File: src/rtl/hazard_ctrl.sv
// hazard_ctrl -- pipeline hazard controller for the five-stage MIPS core.
//
// Generates the PC / IF/ID / ID/EX write and flush controls from the EX-side
// outputs of the ID/EX register (load, destination, branch outcome) and the
// operands of the instruction sitting in ID. Also arbitrates external
// interrupt entry and keeps saturating stall / flush profiling counters.
//
// Ports:
//   clk, reset         rising-edge clock, asynchronous active-high reset
//   ID_RegisterRs/Rt   source fields of the ID instruction
//   ID_UsesRt          ID instruction reads rt
//   ID_Valid           ID holds a real instruction
//   ID_isJ             nonzero when a jump resolves in ID
//   EX_MemRd           EX instruction is a load
//   EX_RegisterRd      resolved destination of the EX instruction
//   EX_isBranch        EX instruction is a conditional branch
//   EX_BranchTaken     branch condition (valid with EX_isBranch)
//   Irq, IrqEnable     level interrupt request and global enable
//   CntClear           synchronous clear of both counters
//   PC_Write           PC may update
//   IF_ID_Write        IF/ID may load
//   IF_ID_Flush        IF/ID loads a bubble
//   ID_EX_Flush        ID/EX loads a bubble
//   PC_SrcSel          0 sequential, 1 branch target, 2 interrupt vector
//   Irq_Take           one-cycle interrupt acceptance strobe
//   StallCount         saturating count of load-use stall cycles
//   FlushCount         saturating count of cycles with any flush
module hazard_ctrl #(
  parameter int CNT_W = 16
) (
  input  logic             clk,
  input  logic             reset,
  input  logic [4:0]       ID_RegisterRs,
  input  logic [4:0]       ID_RegisterRt,
  input  logic             ID_UsesRt,
  input  logic             ID_Valid,
  input  logic [1:0]       ID_isJ,
  input  logic             EX_MemRd,
  input  logic [4:0]       EX_RegisterRd,
  input  logic             EX_isBranch,
  input  logic             EX_BranchTaken,
  input  logic             Irq,
  input  logic             IrqEnable,
  input  logic             CntClear,
  output logic             PC_Write,
  output logic             IF_ID_Write,
  output logic             IF_ID_Flush,
  output logic             ID_EX_Flush,
  output logic [1:0]       PC_SrcSel,
  output logic             Irq_Take,
  output logic [CNT_W-1:0] StallCount,
  output logic [CNT_W-1:0] FlushCount
);

  typedef enum logic [1:0] {
    RUN      = 2'd0,
    BUBBLE   = 2'd1,
    IRQ_HOLD = 2'd2
  } state_t;

  localparam logic [CNT_W-1:0] CNT_MAX = {CNT_W{1'b1}};
  localparam logic [CNT_W-1:0] CNT_ONE = {{(CNT_W-1){1'b0}}, 1'b1};

  state_t           state_r;
  logic [CNT_W-1:0] stall_cnt_r;
  logic [CNT_W-1:0] flush_cnt_r;

  logic bt_s;      // taken branch in EX
  logic lu_s;      // load-use dependency between EX and ID
  logic jp_s;      // jump resolving in ID
  logic take_s;    // interrupt accepted this cycle
  logic stall_s;   // load-use stall actually applied
  logic flush_s;   // any flush asserted this cycle

  // Hazard terms; $zero as a load destination is never a real dependency.
  always_comb begin
    bt_s    = EX_isBranch & EX_BranchTaken;
    lu_s    = EX_MemRd & (EX_RegisterRd != 5'd0) &
              ((EX_RegisterRd == ID_RegisterRs) |
               (ID_UsesRt & (EX_RegisterRd == ID_RegisterRt)));
    jp_s    = (ID_isJ != 2'd0);
    stall_s = lu_s & ~bt_s & ~reset;
    // Only RUN may accept: BUBBLE has a bubble in EX, IRQ_HOLD waits for Irq low.
    take_s  = (state_r == RUN) & Irq & IrqEnable & ID_Valid & ~bt_s & ~lu_s & ~reset;
  end

  // Prioritised control outputs: branch > load-use > interrupt > jump > idle.
  always_comb begin
    PC_Write    = 1'b1;
    IF_ID_Write = 1'b1;
    IF_ID_Flush = 1'b0;
    ID_EX_Flush = 1'b0;
    PC_SrcSel   = 2'd0;
    Irq_Take    = 1'b0;
    if (reset) begin
      PC_Write = 1'b1;
    end else if (bt_s) begin
      IF_ID_Flush = 1'b1;
      ID_EX_Flush = 1'b1;
      PC_SrcSel   = 2'd1;
    end else if (lu_s) begin
      PC_Write    = 1'b0;
      IF_ID_Write = 1'b0;
      ID_EX_Flush = 1'b1;
    end else if (take_s) begin
      Irq_Take    = 1'b1;
      PC_SrcSel   = 2'd2;
      IF_ID_Flush = 1'b1;
      ID_EX_Flush = 1'b1;
    end else if (jp_s) begin
      // Jump target selection happens outside; only the wrong-path fetch is killed.
      IF_ID_Flush = 1'b1;
    end else begin
      PC_SrcSel = 2'd0;
    end
  end

  always_comb begin
    flush_s = IF_ID_Flush | ID_EX_Flush;
  end

  // Sequencing state: post-stall bubble and interrupt-hold tracking.
  always_ff @(posedge clk or posedge reset) begin
    if (reset) begin
      state_r <= RUN;
    end else begin
      case (state_r)
        RUN: begin
          if (stall_s) begin
            state_r <= BUBBLE;
          end else if (take_s) begin
            state_r <= IRQ_HOLD;
          end else begin
            state_r <= RUN;
          end
        end
        BUBBLE: begin
          state_r <= RUN;
        end
        IRQ_HOLD: begin
          if (!Irq) begin
            state_r <= RUN;
          end else begin
            state_r <= IRQ_HOLD;
          end
        end
        default: begin
          state_r <= RUN;
        end
      endcase
    end
  end

  // Saturating profiling counters; clear wins over increment.
  always_ff @(posedge clk or posedge reset) begin
    if (reset) begin
      stall_cnt_r <= {CNT_W{1'b0}};
      flush_cnt_r <= {CNT_W{1'b0}};
    end else if (CntClear) begin
      stall_cnt_r <= {CNT_W{1'b0}};
      flush_cnt_r <= {CNT_W{1'b0}};
    end else begin
      if (stall_s && (stall_cnt_r != CNT_MAX)) begin
        stall_cnt_r <= stall_cnt_r + CNT_ONE;
      end
      if (flush_s && (flush_cnt_r != CNT_MAX)) begin
        flush_cnt_r <= flush_cnt_r + CNT_ONE;
      end
    end
  end

  assign StallCount = stall_cnt_r;
  assign FlushCount = flush_cnt_r;

endmodule

File: config.mk
export PLATFORM = sky130hd
export DESIGN_NAME = hazard_ctrl
export DESIGN_NICKNAME = d
export VERILOG_FILES = /design/src/rtl/hazard_ctrl.sv
export SDC_FILE = /design/constraint.sdc
export NUM_CORES = 1
export LEC_CHECK = 0
export ABC_CLOCK_PERIOD_IN_PS = 5250
export CAP_MARGIN = 20
export CORE_MARGIN = 1.5
export CORE_UTILIZATION = 50
export DETAILED_ROUTE_END_ITERATION = 16
export PLACE_DENSITY = 0.85
export SLEW_MARGIN = 40
export SYNTH_ARGS = -nofsm -noshare
export SYNTH_HDL_FRONTEND = slang
export SYNTH_SLANG_ARGS = --single-unit
File: constraint.sdc
create_clock -name clk -period 5.25 [get_ports clk]
set_input_delay 1.05 -clock clk [delete_from_list [all_inputs] [get_ports clk]]
set_output_delay 1.05 -clock clk [all_outputs]
set_load 0.01 [all_outputs]
==> impl_metrics.yaml, run 1 <==
min_path:
  hp-start: "state_r[0]$_DFF_PP0_"
  hp-class: "reg -> reg"
  whs_endpoint: "state_r[0]$_DFF_PP0_"
  min_path_cells: 1
detailed_routing:
  first_pass_iters: 4
  avgViaCountPerCell: 5.968
  drtIter0Drc: 91
  routedWlPerCell_microns: 15.14
  drt_wl_total_mm: 5.283
  drc: 0
  num_vias: 2083
  ant_nets: 0
synthesis:
  syn_inst: 239
  yosysUniqueCellTypes: 41
  syn-cell-area_sq_um: 2106
  yosys_warnings: 0
  synth_nets: 268
  ys_ff_latch: 34
  syn_avg_cell_area_sq_um: 8.811
  seq_area_frac_synth: 0.4040
floorplanning:
  fp.dieW_microns: 67.90
  rows: 23
  io_pins: 66
  start_util: 0.5227
  die_h_microns: 67.90
  fp.coreArea_sq_um: 4029
  dieArea_sq_um: 4610
placed_design:
  dp_slack_ps: 735.2
  place_hpwl_mm: 3.747
  port_buffers: 65
  placed_area_sq_um: 2773
  place_congestion: 0.8125
timing:
  period_share: 0.8600
  skew_ps: 4.929
  tightest_slew_ps: 773.4
  setup_slack_ps: 735.2
  max_slew_margin: 0.4805
  rsz0062_at_grt: "no"
  drv_slew: 0
  hold_viol_final: 0
  fmax_ghz: 0.2215
  setup_tns_ps: 0
  layout_min_cycle_time_ps: 4515
  setup_viol: 0
worst_setup_path:
  crit_path_max_fanout: 4
  rr_startpoint: "FlushCount[0]$_DFFE_PP0P_"
  rrSetupSlack_ps: 2590
  crit_start: "EX_RegisterRd[3]"
  reg2regPathDepth: 7
  cp-start-kind: "input pin"
  required_ps: 4200
  crit_type: "in -> out"
  worstReg2RegEnd: "FlushCount[14]$_DFFE_PP0P_"
  cp_data_arrival_time_ps: 3460
  endpoint_kind: "output pin"
grt:
  grt_max_degree: 38
  grt_busiest_layer: "met2"
  globalRoute.totalOverflow: 0
  first_global_vias: 1885
  antenna_found_initial: 0
  grt_pass1_wl_mm: 8.190
  met2_usage: 0.4056
  met1_usage: 0.2994
  met3_usage: 0.05757
  grtUsageTotal: 0.2351
power_and_ir_drop:
  vdd.ir_drop.worst_uv: 150.2
  p_leak_nw: 1.056
  p_total_uw: 528.0
  p_per_area_nw_per_um2: 184.9
finish:
  area_growth_pct: 35.59
  design_area_sq_um: 2855
  final_net_count: 329
  drive_gt1_frac: 0.06355
  antenna_cells: 0
flow_run:
  max_cap_violations: 0
cts:
  cts_tree: "built"
  cts_root_buffer: "clkbuf_8"
  clockBufferDepth: 2
  cts_hold_buf: 0
  cts.clk_slew.worst_paths_ps: 70
  cts_sinks: 34
  htree_levels: 2
  ctsResizeCount: 0
  clkLatencyLatePin_ps: 280
  post_cts_buffers: 0
  cts_buffers: 5
run_status:
  status: "complete, no violations"
## kinds of logic (layout without fill, tap and decap cells)
kind of cell | Yosys count | in the layout | synth area share
multiplexers | 6 | 6 | 0.03268
AND/OR/NAND/NOR | 110 | 110 | 0.2858
XOR/XNOR | 11 | 11 | 0.04575
buffers and inverters | 17 | 77 | 0.04338
adder cells (fa/ha/maj) | 2 | 2 | 0.01188
flip-flops | 34 | 34 | 0.4040
AO/OA/AOI/OAI | 59 | 59 | 0.1765
## how the worst max path moves through the flow
| stage | to | depth (start not counted) |
|---|---|---|
| after global routing | IF_ID_Flush | 7 |
| final | IF_ID_Flush | 7 |
| after CTS | IF_ID_Flush | 7 |
| after detailed placement | IF_ID_Flush | 7 |
| after global placement | IF_ID_Flush | 7 |
| after floorplan | IF_ID_Flush | 5 |
## Yosys cell counts (all sizes together)
cell    instances  area (sq um)
nor4            6         37.54
o31a            2         17.52
and4            2         17.52
clkbuf          7         26.28
o22ai           1         12.51
nand4           8         50.05
o21a            1         7.510
mux2            4         48.79
xor2            1         8.760
mux2i           2         20.02
nor3b           1         7.510
o21ai          10         50.05
and2            2         12.51
dfrtp          34         850.8
ha              2         25.02
and3            8         50.05
or4            12         90.09
o21ba           2         20.02
nor3            4         20.02
o41ai           1         8.760
or3            10         62.56
a32oi           1         8.760
a21oi          25         128.9
buf             8         57.55
a211oi          3         22.52
nand2          21         78.83
inv             2         7.510
nor2           16         60.06
nor2b           4         25.02
xnor2          10         87.58
nand2b          3         18.77
or2             1         6.260
nand3          11         55.05
or4b            1         10.01
o31ai          11         82.58
a31oi           2         12.51
## critical path: stages
cell             delay (ps)
clkdlybuf4s50_1         470
or4_1                   570
o21a_1                  220
and2_1                  160
or2_2                   290
a21oi_1                 140
clkdlybuf4s50_1         550
## per-layer routing
layer  up-vias  part of all wire
met3         6             0.075
met1       982              0.42
met5         -                 0
li1       1017                 -
met2        78              0.49
met4         0            0.0083
## state kept, by name (all words and copies together), names as in the netlist
register and count:
FlushCount 16, StallCount 16, state_r 2
## layout make-up
type / count / area, sq um
clock buffers: 6 / 82.58
flip-flops and latches: 34 / 850.8
inverters: 2 / 7.507
repair buffers: 69 / 680.7
multi-input cells: 188 / 1171
fillers: 329 / 1174
well taps: 50 / 62.56
## where the power goes
part | total [mW] | leakage [nW] | switching [mW] | internal, mW
Combinational | 0.0710 | 0.539 | 0.0339 | 0.0371
Clock | 0.190 | 0.0431 | 0.0885 | 0.101
Sequential | 0.267 | 0.474 | 0.00318 | 0.264
## placed cells by master (no fill, tap or decap), types with 2 or more instances in the layout
master / count
nand3_1: 11
nand2b_1: 3
nor3_1: 4
a21oi_1: 24
a211oi_1: 3
clkdlybuf4s50_1: 65
o31ai_1: 11
o21ai_0: 8
o21ai_1: 2
and4_1: 2
inv_1: 2
mux2i_1: 2
a31oi_1: 2
xnor2_1: 10
and2_1: 2
mux2_2: 3
nand4_1: 8
nor2_1: 16
or3_1: 10
dfrtp_1: 34
nand2_1: 21
o31a_1: 2
nor4_1: 6
or4_1: 12
buf_4: 4
o21ba_2: 2
clkbuf_8: 6
ha_1: 2
nor2b_1: 4
and3_1: 8
## per-stage QoR
stage               utilization  hold WS, ps  std cells
floorplan                     -        427.9        239
global placement         0.6863        435.1        343
detailed placement       0.6882        458.5        343
CTS                      0.7087        467.6        349
global route             0.7087        490.0        349
finish                   0.7087        469.9        349
No activity file was read; power rests on OpenSTA's default activity.
==> run 2, diff against run 1 <==
--- a/config.mk
+++ b/config.mk
@@ -9,6 +9,7 @@
 export CAP_MARGIN = 20
 export CORE_MARGIN = 1.5
 export CORE_UTILIZATION = 50
+export CTS_CLUSTER_DIAMETER = 60
 export DETAILED_ROUTE_END_ITERATION = 16
 export PLACE_DENSITY = 0.85
 export SLEW_MARGIN = 40
==> results of run 2 <==
Same layout as run 1: the final DEF is identical, and so are final timing and power.
